===== src/rtl/mem_port_arbiter_pkg.sv =====
// mem_port_arbiter_pkg
//   Shared definitions for the main-memory port arbiter: port count, port
//   indices and the read-tag carried alongside each outstanding read.
//   No ports (package).

package mem_port_arbiter_pkg;

    localparam int P_NUM_MEM_PORTS = 2;

    localparam logic MEM_PORT_CORE   = 1'b0;
    localparam logic MEM_PORT_PERIPH = 1'b1;

    // One outstanding-read marker: which requester gets the returning data.
    typedef struct packed {
        logic valid;
        logic port;
    } mem_tag_t;

    function automatic logic [P_NUM_MEM_PORTS-1:0] port_onehot(input logic port);
        return (port == MEM_PORT_PERIPH) ? 2'b10 : 2'b01;
    endfunction

endpackage


===== src/rtl/mem_arb_tag_pipe.sv =====
// mem_arb_tag_pipe
//   Shift register of read tags, P_DEPTH stages deep, so the tag emerges in
//   the same cycle the memory presents the read data.
//   Ports:
//     clk_i    clock
//     reset_i  synchronous active-high reset, clears every stage
//     tag_i    tag entering this cycle ({valid, port})
//     tag_o    tag leaving the last stage

module mem_arb_tag_pipe
    import mem_port_arbiter_pkg::*;
#(
    parameter int P_DEPTH = 1
) (
    input  logic       clk_i,
    input  logic       reset_i,
    input  logic [1:0] tag_i,
    output logic [1:0] tag_o
);

    mem_tag_t stage_q [P_DEPTH];

    always_ff @(posedge clk_i) begin
        if (reset_i) begin
            for (int i = 0; i < P_DEPTH; i++) begin
                stage_q[i] <= '0;
            end
        end else begin
            stage_q[0] <= mem_tag_t'(tag_i);
            for (int i = 1; i < P_DEPTH; i++) begin
                stage_q[i] <= stage_q[i-1];
            end
        end
    end

    assign tag_o = stage_q[P_DEPTH-1];

endmodule


===== src/rtl/mem_port_arbiter.sv =====
// mem_port_arbiter
//   Shares the single-port main memory between the core (port 0) and a
//   peripheral master (port 1). At most one command is granted per cycle and
//   driven straight onto the memory port; reads are tagged and their data is
//   steered back to the issuing port after the memory latency.
//   Ports:
//     clk_i               clock
//     reset_i             synchronous active-high reset
//     req_i[1:0]          per-port request, command held until granted
//     we_i[1:0]           per-port write (1) / read (0)
//     addr0_i, addr1_i    per-port address
//     wdata0_i, wdata1_i  per-port write data
//     gnt_o[1:0]          one-hot grant, command accepted this cycle
//     rvalid_o[1:0]       one-hot, rdata_o valid for that port
//     rdata_o             read data shared by both ports
//     mem_address_o       memory address
//     mem_data_o          memory write data
//     mem_write_enable_o  memory write enable
//     mem_data_i          memory read data

module mem_port_arbiter
    import mem_port_arbiter_pkg::*;
#(
    parameter int P_ADDR_WIDTH     = 16,
    parameter int P_DATA_WIDTH     = 16,
    parameter int P_MEM_LATENCY    = 1,
    parameter int P_FIXED_PRIORITY = 0
) (
    input  logic                    clk_i,
    input  logic                    reset_i,
    input  logic [1:0]              req_i,
    input  logic [1:0]              we_i,
    input  logic [P_ADDR_WIDTH-1:0] addr0_i,
    input  logic [P_ADDR_WIDTH-1:0] addr1_i,
    input  logic [P_DATA_WIDTH-1:0] wdata0_i,
    input  logic [P_DATA_WIDTH-1:0] wdata1_i,
    output logic [1:0]              gnt_o,
    output logic [1:0]              rvalid_o,
    output logic [P_DATA_WIDTH-1:0] rdata_o,
    output logic [P_ADDR_WIDTH-1:0] mem_address_o,
    output logic [P_DATA_WIDTH-1:0] mem_data_o,
    output logic                    mem_write_enable_o,
    input  logic [P_DATA_WIDTH-1:0] mem_data_i
);

    // Port granted most recently; reset to the peripheral so the core wins
    // the first tie.
    logic     last_q;
    logic     last_d;
    logic     granted;
    logic     gnt_port;
    mem_tag_t tag_in;
    logic [1:0] tag_out_raw;
    mem_tag_t tag_out;

    always_comb begin
        gnt_o = 2'b00;
        if (!reset_i) begin
            case (req_i)
                2'b01:   gnt_o = 2'b01;
                2'b10:   gnt_o = 2'b10;
                2'b11: begin
                    if (P_FIXED_PRIORITY != 0) begin
                        gnt_o = 2'b01;
                    end else begin
                        gnt_o = (last_q == MEM_PORT_PERIPH) ? 2'b01 : 2'b10;
                    end
                end
                default: gnt_o = 2'b00;
            endcase
        end
    end

    assign granted  = |gnt_o;
    assign gnt_port = gnt_o[1] ? MEM_PORT_PERIPH : MEM_PORT_CORE;
    assign last_d   = granted ? gnt_port : last_q;

    always_ff @(posedge clk_i) begin
        if (reset_i) begin
            last_q <= MEM_PORT_PERIPH;
        end else begin
            last_q <= last_d;
        end
    end

    // Command mux: the granted port drives memory in the grant cycle itself.
    always_comb begin
        mem_address_o      = '0;
        mem_data_o         = '0;
        mem_write_enable_o = 1'b0;
        if (gnt_o[0]) begin
            mem_address_o      = addr0_i;
            mem_data_o         = wdata0_i;
            mem_write_enable_o = we_i[0];
        end else if (gnt_o[1]) begin
            mem_address_o      = addr1_i;
            mem_data_o         = wdata1_i;
            mem_write_enable_o = we_i[1];
        end
    end

    assign tag_in.valid = granted & ~mem_write_enable_o;
    assign tag_in.port  = gnt_port;

    mem_arb_tag_pipe #(
        .P_DEPTH (P_MEM_LATENCY)
    ) u_tag_pipe (
        .clk_i   (clk_i),
        .reset_i (reset_i),
        .tag_i   (tag_in),
        .tag_o   (tag_out_raw)
    );

    assign tag_out = mem_tag_t'(tag_out_raw);

    // Gating by reset_i keeps a tag that is still sitting in the last stage
    // during the reset cycle from being returned.
    always_comb begin
        rvalid_o = 2'b00;
        rdata_o  = '0;
        if (!reset_i && tag_out.valid) begin
            rvalid_o = port_onehot(tag_out.port);
            rdata_o  = mem_data_i;
        end
    end

endmodule


===== config.mk =====
export PLATFORM = sky130hd
export DESIGN_NAME = mem_port_arbiter
export DESIGN_NICKNAME = d
export VERILOG_FILES = /design/src/rtl/mem_port_arbiter_pkg.sv /design/src/rtl/mem_arb_tag_pipe.sv /design/src/rtl/mem_port_arbiter.sv
export SDC_FILE = /design/constraint.sdc
export NUM_CORES = 1
export LEC_CHECK = 0
export ABC_AREA = 1
export CORE_ASPECT_RATIO = 0.6
export CORE_MARGIN = 2
export CORE_UTILIZATION = 22
export CTS_BUF_LIST = sky130_fd_sc_hd__clkbuf_8
export CTS_CLUSTER_SIZE = 10
export DETAILED_ROUTE_END_ITERATION = 8
export PLACE_DENSITY = 0.89
export SLEW_MARGIN = 0
export SYNTH_ARGS = -nofsm -noshare
export SYNTH_HDL_FRONTEND = slang
export SYNTH_SLANG_ARGS = --single-unit

===== constraint.sdc =====
create_clock -name clk_i -period 1.63 [get_ports clk_i]
set_input_delay 0.2445 -clock clk_i [delete_from_list [all_inputs] [get_ports clk_i]]
set_output_delay 0.2445 -clock clk_i [all_outputs]
set_load 0.01 [all_outputs]

# [Word level (Yosys, flattened, before mapping)]
# Memories as Yosys holds them, arrays and structs flattened.
# Cells that the tools add are included.
[totals] ff_bits=1 mem_bits_rw=2 output_inout_bits=53 word_cells=29 n_memories=1
[memory_table] memory="u_tag_pipe.stage_q" depth=1 width=2 read_ports=1 rd_ports_with_merged_regs=0 write_ports=1 line_no="mem_arb_tag_pipe.sv:21" rtl="mem_tag_t stage_q [P_DEPTH];"
[op_classes] n_eq_ne=3 mux=18 bitwise=2 reduce_logical=4
[ops] op="16-bit two-way mux" n=5
[ops] op="2-bit two-way mux" n=5
[ops] op="1-bit two-way mux" n=7
[ops] op="2-bit case mux with 3 select lines" n=1
[ops] op="2-bit equality test, second input constant" n=2
[ops] op="2-bit OR reduction" n=2
[ops] op="2-bit by 1-bit equality test with 1-bit output, second input constant" n=1
[ops] op="1-bit AND" n=1
[ops] op="1-bit logical AND" n=1
[ops] op="1-bit zero test" n=1
[ops] op="1-bit NOT" n=1

# [Depth between registers and ports, before layout]
[logic_depth] word_depth=8 mapped_depth=7

# [Cells and area by module]
# From an unflattened synthesis, not the netlist that was laid out.
[unflattened] cells_unflattened=163 hier_area_um2=752.0
[by_module_without_submodules] mod="mem_port_arbiter" n_inst=1 cells_each=157 area_each_um2=696.9 seq_area_each_um2=20.0
[by_module_without_submodules] mod="mem_arb_tag_pipe" n_inst=1 cells_each=6 area_each_um2=55.1 seq_area_each_um2=40.0

# [Least setup slack after synthesis]
# Ideal clock, no wire load.
[synth_timing] path_kind="flip-flop to output port" start="register last_q" end="output port mem_address_o[10]" t_arrival_ps=873 required_time_ps=1385 slack_ps=512 path_stages_with_launch=8 path_buffers=1 path_cell_list="dfxtp_1 -> inv_1 -> nand2_1 -> nand2_2 -> inv_4 -> buf_8 -> nand2_2 -> nand2_1"
[synth_between] word_cells_on_any_way=5 cone_classes="mux: 5"
[synth_rtl] element="start, declared" line_no="mem_port_arbiter.sv:48" rtl="logic last_q;"
[synth_rtl] element="start signal, assigned" line_no="mem_port_arbiter.sv:82" rtl="last_q <= last_d;"
[synth_rtl] element="2-bit two-way mux" line_no="mem_port_arbiter.sv:66" rtl="gnt_o = (last_q == MEM_PORT_PERIPH) ? 2'b01 : 2'b10;"
[synth_rtl] element="2-bit case mux with 3 select lines" line_no="mem_port_arbiter.sv:59" rtl="case (req_i)"
[synth_rtl] element="2-bit two-way mux" line_no="mem_port_arbiter.sv:58" rtl="if (!reset_i) begin"
[synth_rtl] element="named net gnt_o[0]" line_no="mem_port_arbiter.sv:37" rtl="output logic [1:0] gnt_o,"
[synth_rtl] element="16-bit two-way mux" line_no="mem_port_arbiter.sv:91" rtl="if (gnt_o[0]) begin"
[synth_rtl] element="end, declared" line_no="mem_port_arbiter.sv:40" rtl="output logic [P_ADDR_WIDTH-1:0] mem_address_o,"
# The timed path passes the listed nets, and every way through them passes these cells.

# [Final worst setup path]
[layout_timing] start="input port mem_data_i[3]" end="output port rdata_o[3]"
[layout_between] elab_chain_cells=1
[layout_lines] element="start, declared" line_no="mem_port_arbiter.sv:43" rtl="input logic [P_DATA_WIDTH-1:0] mem_data_i"
[layout_lines] element="16-bit two-way mux" line_no="mem_port_arbiter.sv:121" rtl="if (!reset_i && tag_out.valid) begin"
[layout_lines] element="end, declared" line_no="mem_port_arbiter.sv:39" rtl="output logic [P_DATA_WIDTH-1:0] rdata_o,"
# No other way between the ends.

==> flow_summary.ini <==
[power]
power.share.clock_pct = 25.9
switching_power_uw = 254.2
ir_drop_mv = 0.4597
pwr-share-comb_pct = 63.8
seq_power_share_pct = 10.3
switching_share_pct = 31.13
powerDensity_mw_per_mm2 = 366.2
leakage_uw = 0.001345
intPower_uw = 562.3

[setup_path]
crit_arrival_ns = 1.36
ff2ff_path_depth = 7
start_kind = input port
cp_max_fo = 1
cp-end-kind = output port
required_ns = 1.39
setup.worst_path.class = input port to output port

[placed_design]
io_buffers = 138
hpwlAfterDp_um = 3215
place.gp.congestion = 0.7731
placed_cells = 347

[clocking]
cts_buffer_depth = 2
cts_inserted_buffers = 3
clkSlewWorstSetupHoldPaths_ns = 0.03
clock_latency_ns = 0.22
cts_tree = yes
clock_sinks = 3
cts-root-buf = clkbuf_8
h-tree-depth = 1
postCtsHoldBufs = 0

[cells_and_area]
layout.nets = 404
seq_area_um2 = 61.31
fill_cells = 295
diodes = 0
final_cells = 362
multi_input_area_um2 = 546.8
layout-drive-gt1-share_pct = 25.55
syn2layout_area_growth_pct = 193.1

[logic_synthesis]
ys_seq_elements = 3
synth.net_count = 246
syn_avg_cell_area_um2 = 4.755
yosysWarnings = 0
ys_types = 15
syn_area_um2 = 760.7
seq_area_frac_synth_pct = 7.895
syn_inst = 160

[timing]
maxSlewHeadroom_pct = 85.82
rsz0062_at_grt = yes
fmax_ghz = 0.6221
period_needed_ns = 1.607
setup_tns_ns = 0
slew_violations = 0
fin_hold_ws_ns = 0.2769
worstMarginPinSlew_ns = 0.2127
hold_viol = 0
fin_crit_sh_pct = 98.61
setup_violations = 0
fin_skew_ns = 0.0005257

[floorplanning]
core-area_mm2 = 0.003283
die-width_um = 79.92
die_y_um = 49.55
row_count = 16
io-pin-count = 139
start_util_pct = 23.17
dieArea_mm2 = 0.003960

[worst_hold_path]
hold_path_class = input port to flop
holdPathStages = 2

[grt]
globalRoute.totalOverflow = 0
grt_pass1_vias = 1411
antenna_found_initial = 0
grt_pass1_wl_um = 6113
grt.total_usage_pct = 19.21
grt_max_degree = 19

[flow_run]
max_cap_viol_count = 0

[outcome]
status = complete, no violations

[detailed_routing]
wl_um = 4104
wl_per_cell_um = 11.34
drtPass1Iterations = 5
routed-via-count = 1457
routed_via_density = 4.025
drt-initial-drc-count = 35
post-route-drc-count = 0
ant_nets = 0
## layout make-up
type                       instances  share of cell area [%]
clock inverter                     1                  0.1684
timing repair buffer             161                   64.53
inverter                          21                   3.648
clock buffer                       3                   1.852
multi-input combinational        128                   24.52
tap                               45                   2.525
sequential                         3                   2.750
## synth_stat cells, drive strengths merged
master,count,area share [%]
buf,8,12
dfxtp,3,7.9
inv,21,11
nand2,102,54
nand3,1,0.66
nand4,1,0.82
nor2,22,12
o211ai,1,0.99
o21ai,1,0.66
## per-stage QoR
stage               cell area [um^2]  util [%]  setup slack, ns  power [uW]
floorplan                      760.7         -           0.5124       248.4
global placement                2236     68.10          -0.5188       626.3
detailed placement              2236     68.10          -0.4922       633.5
CTS                             2232     67.99         0.001871       824.3
global route                    2230     67.91         0.003445       873.4
finish                          2230     67.91          0.02263       816.4
## kinds of logic after synthesis
logic type | Yosys count | share of synthesized area [%]
simple gates | 126 | 67.93
buf+inv | 29 | 22.53
flops | 3 | 7.895
compound gates | 2 | 1.644
## critical path, stage by stage
cell and delay (ns):
clkdlybuf4s50_1 0.45, inv_1 0.04, nor2_1 0.09, clkdlybuf4s50_1 0.54
## power groups by stage
stage	clock, uW	sequential (uW)	combinational (uW)
after floorplan	0	82.2	166
after global placement	0	82.5	544
after detailed placement	0	83.1	550
after CTS	214	83.7	526
after global routing	227	84.3	562
final	212	83.8	521
## repair_timing
item,CTS,global route
pin swaps,2,2
endpoints found under the setup margin,53,38
setup buffers,5,7
gates cloned,2,0
gates resized for setup,159,10
## layer usage
layer  track usage [%]  share of wire (%)  routed length (um)
met5                 0                  0                   0
met4             6.215                1.4                  57
met3             3.846                6.6                 270
met2             35.83                 52                2148
met1             21.81                 40                1629
## placed cells by master (no fill, tap or decap), drive strengths merged
cell / instances
o21ai: 1
nand3: 1
dfxtp: 3
clkdlybuf4s50: 83
buf: 55
nand2: 102
o211ai: 1
dlygate4sd2: 16
nand4: 1
nor2: 22
clkdlybuf4s15: 1
clkbuf: 5
dlymetal6s2s: 4
inv: 22
## sequential cells by signal, summed over array words and instances (netlist names)
signal	flops
last_q	1
u_tag_pipe.stage_q	2
## final timing paths
check | start | to | slack (ns)
worst min-delay path | reset_i | u_tag_pipe.stage_q[0][0]$_SDFF_PP0_ | 0.28
worst max-delay path | mem_data_i[3] | rdata_o[3] | 0.02
worst max register to register | last_q$_SDFFE_PP1P_ | u_tag_pipe.stage_q[0][1]$_SDFF_PP0_ | 0.65
worst min register to register | last_q$_SDFFE_PP1P_ | u_tag_pipe.stage_q[0][0]$_SDFF_PP0_ | 0.57
No activity file was read; power rests on OpenSTA's default activity.
